--- src/rtl/control_input_decoder.sv ---
// control_input_decoder: syncs and debounces three raw buttons, then
// emits pause/resume pulses and a saturating speed select.
module control_input_decoder #(
  parameter int DEBOUNCE_CYCLES = 250000,
  parameter int CNT_W           = 18,
  parameter int SPEED_MIN       = 1,
  parameter int SPEED_MAX       = 6,
  parameter int SPEED_INIT      = 1
) (
  input  logic       clk,
  input  logic       rst,
  input  logic       btn_pause_n,
  input  logic       btn_up_n,
  input  logic       btn_down_n,
  output logic       pause,
  output logic       resume,
  output logic [2:0] speed,
  output logic       paused_view
);

  typedef enum logic {
    S_RUN,
    S_PAUSED
  } state_e;

  localparam logic [CNT_W-1:0] DB_LAST = CNT_W'(DEBOUNCE_CYCLES);
  localparam logic [2:0] SMIN  = 3'(SPEED_MIN);
  localparam logic [2:0] SMAX  = 3'(SPEED_MAX);
  localparam logic [2:0] SINIT = 3'(SPEED_INIT);

  // bit 0 = pause, bit 1 = up, bit 2 = down; active-high after inversion
  logic [2:0] raw;
  logic [2:0] sync1_q, sync2_q;
  logic [2:0] db_q, db_d, dbd_q;
  logic [2:0] evt;
  logic [CNT_W-1:0] cnt_q [3];
  logic [CNT_W-1:0] cnt_d [3];

  state_e     state_q, state_d;
  logic       pause_q, pause_d;
  logic       resume_q, resume_d;
  logic [2:0] speed_q, speed_d;

  assign raw = ~{btn_down_n, btn_up_n, btn_pause_n};

  // two-flop synchronizer per button
  always_ff @(posedge clk or posedge rst) begin
    if (rst) begin
      sync1_q <= '0;
      sync2_q <= '0;
    end else begin
      sync1_q <= raw;
      sync2_q <= sync1_q;
    end
  end

  // accept a new level only after it has disagreed with db long enough
  always_comb begin
    db_d = db_q;
    for (int i = 0; i < 3; i++) begin
      cnt_d[i] = '0;
      if (sync2_q[i] != db_q[i]) begin
        if (cnt_q[i] == DB_LAST) begin
          db_d[i] = sync2_q[i];
        end else begin
          cnt_d[i] = cnt_q[i] + CNT_W'(1);
        end
      end
    end
  end

  // debounced levels, their one-cycle delay, and stability counters
  always_ff @(posedge clk or posedge rst) begin
    if (rst) begin
      db_q  <= '0;
      dbd_q <= '0;
      for (int i = 0; i < 3; i++) cnt_q[i] <= '0;
    end else begin
      db_q  <= db_d;
      dbd_q <= db_q;
      for (int i = 0; i < 3; i++) cnt_q[i] <= cnt_d[i];
    end
  end

  // rising edge of the debounced level; dbd_q resets low so a
  // button held through reset still yields one press
  assign evt = db_q & ~dbd_q;

  // pause toggle next state and pulse generation
  always_comb begin
    state_d  = state_q;
    pause_d  = 1'b0;
    resume_d = 1'b0;
    if (evt[0]) begin
      unique case (state_q)
        S_RUN: begin
          pause_d = 1'b1;
          state_d = S_PAUSED;
        end
        S_PAUSED: begin
          resume_d = 1'b1;
          state_d  = S_RUN;
        end
        default: state_d = S_RUN;
      endcase
    end
  end

  // saturating speed step; bounds tested before the add/subtract
  always_comb begin
    speed_d = speed_q;
    if (evt[1] && !evt[2] && speed_q < SMAX) begin
      speed_d = speed_q + 3'd1;
    end else if (evt[2] && !evt[1] && speed_q > SMIN) begin
      speed_d = speed_q - 3'd1;
    end
  end

  // registered control outputs
  always_ff @(posedge clk or posedge rst) begin
    if (rst) begin
      state_q  <= S_RUN;
      pause_q  <= 1'b0;
      resume_q <= 1'b0;
      speed_q  <= SINIT;
    end else begin
      state_q  <= state_d;
      pause_q  <= pause_d;
      resume_q <= resume_d;
      speed_q  <= speed_d;
    end
  end

  assign pause       = pause_q;
  assign resume      = resume_q;
  assign speed       = speed_q;
  assign paused_view = (state_q == S_PAUSED);

endmodule

--- config.mk ---
export PLATFORM = sky130hd
export DESIGN_NAME = control_input_decoder
export DESIGN_NICKNAME = d
export VERILOG_FILES = /design/src/rtl/control_input_decoder.sv
export SDC_FILE = /design/constraint.sdc
export NUM_CORES = 1
export LEC_CHECK = 0
export CORE_MARGIN = 10
export CORE_UTILIZATION = 45
export DETAILED_ROUTE_END_ITERATION = 10
export SETUP_SLACK_MARGIN = 0.15
export SLEW_MARGIN = 20
export SYNTH_ARGS = -nofsm -noshare
export SYNTH_HDL_FRONTEND = slang
export SYNTH_SLANG_ARGS = --single-unit
export TNS_END_PERCENT = 50
--- constraint.sdc ---
create_clock -name clk -period 2.2 [get_ports clk]
set_input_delay 0.44 -clock clk [delete_from_list [all_inputs] [get_ports clk]]
set_output_delay 0.44 -clock clk [all_outputs]
set_load 0.1 [all_outputs]
# Yosys cells after proc, flatten, opt, wreduce, memory -nomap -nowiden
# Cells that the tools add are included.
# Widths: inputs -> output; s select.
# word_totals
register_bits,72
out_inout_bits,6
wordCells,53
# classes
add_sub_neg,5
n_lt_le_gt_ge,2
n_eq_ne,6
muxes,13
n_bitwise,4
reduce_logical,10
# op_table
op,n
$mux 18,6
$add 18x1->18 const B,3
$eq 18x18->1 const B,3
$mux 3,2
$not 3->3,2
$reduce_and 2->1,3
$logic_and 1x1->1,4
$mux 1,4
$add 3x1->3 const B,1
$and 3x3->3,1
$gt 3x1->1 const B,1
$lt 3x3->1 const B,1
$ne 1x1->1,3
$sub 3x1->3 const B,1
$logic_not 1->1,2
$pmux 1 s2,1
$reduce_bool 2->1,1
$not 1->1,1

# Longest topological paths before layout
# logic_depth
depth_word,7
ltp_mapped,7
ltp_nobuf,6

# Least setup slack after synthesis
# OpenSTA, ideal clock, no wires.
# synth_path
path_kind,flip-flop to flip-flop
from,"register speed_q[1], in the netlist speed[1]"
to,"register speed_q[1], in the netlist speed[1]"
setup_ps,101
arrival_time_ps,1953
required_time_ps,2099
path_slack_ps,146
path_stages_with_launch,6
path_buffers,0
cell_sequence,dfrtp_1 > inv_1 > ha_1 > o21ai_0 > a21oi_1 > o32ai_1
# synth_via
elab_chain_cells,3
# synth_lines
item,line,source
"start, declared",42,"logic [2:0] speed_q, speed_d;"
"start signal, assigned",130,speed_q <= speed_d;
$sub 3x1->3 (tied with other cells),115,speed_d = speed_q - 3'd1;
$mux 3 (tied with other cells),114,end else if (evt[2] && !evt[1] && speed_q > SMIN) begin
$mux 3 or $reduce_bool 2->1 (tied branches),-,
# Parallel ways exist; a longest one is shown, timed or not. The select of a mux whose other input is x is not followed.
# A chain may end at the register's enable or synchronous reset.

==> impl_metrics.py <==
metrics = {
    "critical_path": {
        "reg2reg_to": "cnt_q[16]",
        "capture_point_of_the_worst_path": "cnt_q[16]",
        "r2r_setup_slack_ps": 330,
        "cp.required_ps": 2470,
        "worst-setup-path-type": "flip-flop to flip-flop",
        "critical_path.startpoint": "cnt_q[0]",
        "timing.critical_path.arrival_ps": 2140,
        "start_kind": "flip-flop",
        "critical_path_peak_fanout": 5,
        "critical_path.reg2reg.startpoint": "cnt_q[0]",
        "worst-r2r-cell-count": 5,
        "worst_setup_path_end_kind": "flip-flop",
    },
    "clock_network": {
        "tritoncts_clock_tree": "done",
        "clock_sink_count": 72,
        "worstSkewPairLatency_ps": 350,
        "cts.htree.levels": 3,
        "cts-buffers-inserted": 9,
        "post_cts_buffers": 0,
        "cts_root_buf": "sky130_fd_sc_hd__clkbuf_8",
        "cts.hold.buffers_added": 0,
        "clk_path_buf_depth": 2,
        "post_cts_resized": 0,
        "clkSlewWorstSetupHoldPaths_ps": 70,
    },
    "logic_synthesis": {
        "postSynthAreaPerCell_um2": 10.1,
        "post_synth_num_cell_types": 45,
        "yosysTopAreaCell": "sky130_fd_sc_hd__dfrtp_1",
        "synthMuxAreaShare_pct": 1.22,
        "postSynthNetCount": 370,
        "ys_dominant_reg_cell": "sky130_fd_sc_hd__dfrtp_1",
        "synth_area_um2": 3590,
        "synth-seq-area-share_pct": 50.2,
        "fraction_of_the_mapped_netlist_area_in_compound_gates_pct": 6.27,
        "edff_count_synth": 0,
        "yosys.area_share.adder_pct": 3.13,
        "yosys_top_cell_area_share_pct": 49.4,
        "async_flop_share_pct": 100,
        "ys_warn_count": 0,
        "post_synth_simple_gate_area_pct": 24.3,
        "xor_xnor_share_of_the_synthesized_area_pct": 11.0,
        "combinational_family_with_the_most_area_after_synthesis": "simple AND/OR/NAND/NOR gates",
        "netlist_instances": 356,
        "synth_seq_cells": 72,
        "ys_top_cells_by_area": "sky130_fd_sc_hd__dfrtp_1 (49%), sky130_fd_sc_hd__xnor2_1 (8.0%), sky130_fd_sc_hd__nor2_1 (6.3%), sky130_fd_sc_hd__ha_1 (3.1%), sky130_fd_sc_hd__nor4_1 (3.0%)",
    },
    "timing": {
        "maxSlewHeadroom_pct": 68.4,
        "total_negative_slack_for_setup_checks_ps": 0,
        "final.min_clock_period_ps": 1870,
        "actual_transition_at_the_worst_max_transition_pin_ps": 473,
        "rsz0062_at_grt": "no",
        "setup_viol": 0,
        "finalHoldViolations": 0,
        "final.setup_skew_ps": 5.79,
        "max_freq_ghz": 0.536,
        "pins_over_slew_limit": 0,
        "fin_crit_sh_pct": 84.8,
    },
    "placement": {
        "gp_congestion": 0.813,
        "hpwlAfterDp_um": 4420,
        "quantity_of_i_o_buffers_inserted_on_ports": 10,
        "dpl_cell_area_um2": 3860,
    },
    "drt": {
        "routed_wl_um": 6220,
        "firstDrtPassIters": 4,
        "wl_per_cell_um": 12.8,
        "route.detailed.vias_per_inst": 5.14,
        "dr_total_vias": 2499,
        "detail_route.iter0.violations": 89,
        "drc_markers": 0,
        "ant_nets": 0,
    },
    "die": {
        "rows": 32,
        "top_level_ports": 11,
        "core_um2": 7770,
        "die_h_um": 109,
        "floorplan.initialDensity_pct": 46.3,
        "die-width_um": 109,
        "die_area_um2": 12000,
    },
    "run": {
        "maxCapViolations": 0,
    },
    "global_routing": {
        "track_usage_pct": 11.8,
        "grt_met2_usage_pct": 17.7,
        "routing_usage_on_met1_pct": 15.4,
        "number_of_antenna_violations_at_the_first_check_in_global_routing": 0,
        "grt_first_pass_wirelength_um": 11400,
        "busiest_layer": "met2",
        "grt_pass1_vias": 2514,
        "maximum_number_of_pins_on_one_net_before_global_route_repair": 40,
        "grt_util_met3_pct": 2.75,
        "globalRoute.totalOverflow": 0,
    },
    "finish": {
        "layout.core_utilization_pct": 52.2,
        "drive_gt1_share_pct": 12.2,
        "nets": 393,
        "antennaDiodeCount": 0,
        "area_growth_pct": 12.8,
        "layout.cells.most_common": "sky130_fd_sc_hd__dfrtp_1",
        "layout_common_cells": "sky130_fd_sc_hd__dfrtp_1 (71), sky130_fd_sc_hd__nor2_1 (60), sky130_fd_sc_hd__xnor2_1 (33)",
        "final_area_um2": 4060,
    },
    "power_and_ir_drop": {
        "power.leakage_nw": 1.66,
        "p_per_area_nw_per_um2": 620,
        "vdd_ir_drop_max_v": 0.000232,
    },
    "worst_hold_path": {
        "min-delay-path-class": "flip-flop to flip-flop",
    },
    "status": {
        "status": "finished, final reports clean",
    },
}
[layout make-up]
type / count / area [um^2]
repair buffers: 18 / 170
clock buffers: 11 / 141
clock inverters: 5 / 57.6
flip-flops and latches: 72 / 1800
fillers: 728 / 3710
multi-input cells: 251 / 1650
well taps: 102 / 128
inverters: 27 / 105
[how the worst min path moves through the flow]
| stage | end | slack (ps) | cells past startpoint | from |
|---|---|---|---|---|
| after CTS | sync2_q[0] | 350 | 0 | sync1_q[0] |
| after global placement | sync2_q[0] | 330 | 0 | sync1_q[0] |
| after floorplan | sync2_q[0] | 330 | 0 | sync1_q[0] |
| final | sync2_q[0] | 350 | 0 | sync1_q[0] |
| after global routing | sync2_q[0] | 370 | 0 | sync1_q[0] |
| after detailed placement | sync2_q[0] | 330 | 0 | sync1_q[0] |
[registers in the layout, summed over array words and instances, names as in the netlist]
signal       cells
sync2_q          3
pause            1
db_q             3
resume           1
paused_view      1
speed            3
dbd_q            3
cnt_q           54
sync1_q          3
[routing by layer]
layer / vias up / routed length (um) / share of wire, %
met5: - / 0 / 0
met4: 0 / 144 / 2.3
met3: 12 / 159 / 2.6
met2: 25 / 2750 / 44
met1: 1192 / 3170 / 51
li1: 1270 / - / -
[stage by stage]
step / hold WS [ps] / total power, mW / cells / worst slack (ps)
detailed placement: 335 / 1.50 / 470 / 344
global placement: 334 / 1.50 / 470 / 376
CTS: 352 / 2.55 / 486 / 327
finish: 350 / 2.51 / 486 / 334
floorplan: 331 / 1.46 / 356 / 146
global route: 370 / 2.63 / 486 / 193
[worst max-delay path: stages, from the launching register on]
cell and delay, ps:
sky130_fd_sc_hd__dfrtp_1 390, sky130_fd_sc_hd__ha_1 220, sky130_fd_sc_hd__nand2_1 130, sky130_fd_sc_hd__or3_1 440
sky130_fd_sc_hd__or4_1 470, sky130_fd_sc_hd__a21oi_1 150
[kinds of logic after synthesis]
logic type                 count (synthesis)
adders and majority gates                  9
AOI/OAI and AO/OA                         29
and+or+nand+nor                          164
DFF                                       72
muxes                                      4
xor gates and xnor gates                  45
buffers and inverters                     33
[power by group]
| group | switching [mW] | internal (mW) |
|---|---|---|
| clock network | 0.493 | 0.553 |
| logic | 0.0652 | 0.0396 |
| registers | 0.0213 | 1.34 |
[cell usage after synthesis (2+ instances only)]
cell type / instances
sky130_fd_sc_hd__nand2_1: 15
sky130_fd_sc_hd__o31ai_1: 3
sky130_fd_sc_hd__nand2b_1: 3
sky130_fd_sc_hd__mux2_2: 3
sky130_fd_sc_hd__or3_1: 7
sky130_fd_sc_hd__or4_1: 3
sky130_fd_sc_hd__and3_1: 2
sky130_fd_sc_hd__o21ai_0: 7
sky130_fd_sc_hd__buf_4: 2
sky130_fd_sc_hd__nor2_1: 60
sky130_fd_sc_hd__nor4_1: 17
sky130_fd_sc_hd__nor4b_1: 2
sky130_fd_sc_hd__nand3_2: 3
sky130_fd_sc_hd__nand3_1: 20
sky130_fd_sc_hd__xor2_1: 12
sky130_fd_sc_hd__nor2b_1: 2
sky130_fd_sc_hd__nand4_1: 10
sky130_fd_sc_hd__inv_1: 27
sky130_fd_sc_hd__xnor2_1: 33
sky130_fd_sc_hd__a21oi_1: 9
sky130_fd_sc_hd__nor3_1: 11
sky130_fd_sc_hd__or4_4: 2
sky130_fd_sc_hd__nand4_4: 2
sky130_fd_sc_hd__o41ai_4: 2
sky130_fd_sc_hd__dfrtp_1: 71
sky130_fd_sc_hd__ha_1: 9
No activity file was read; power rests on OpenSTA's default activity.
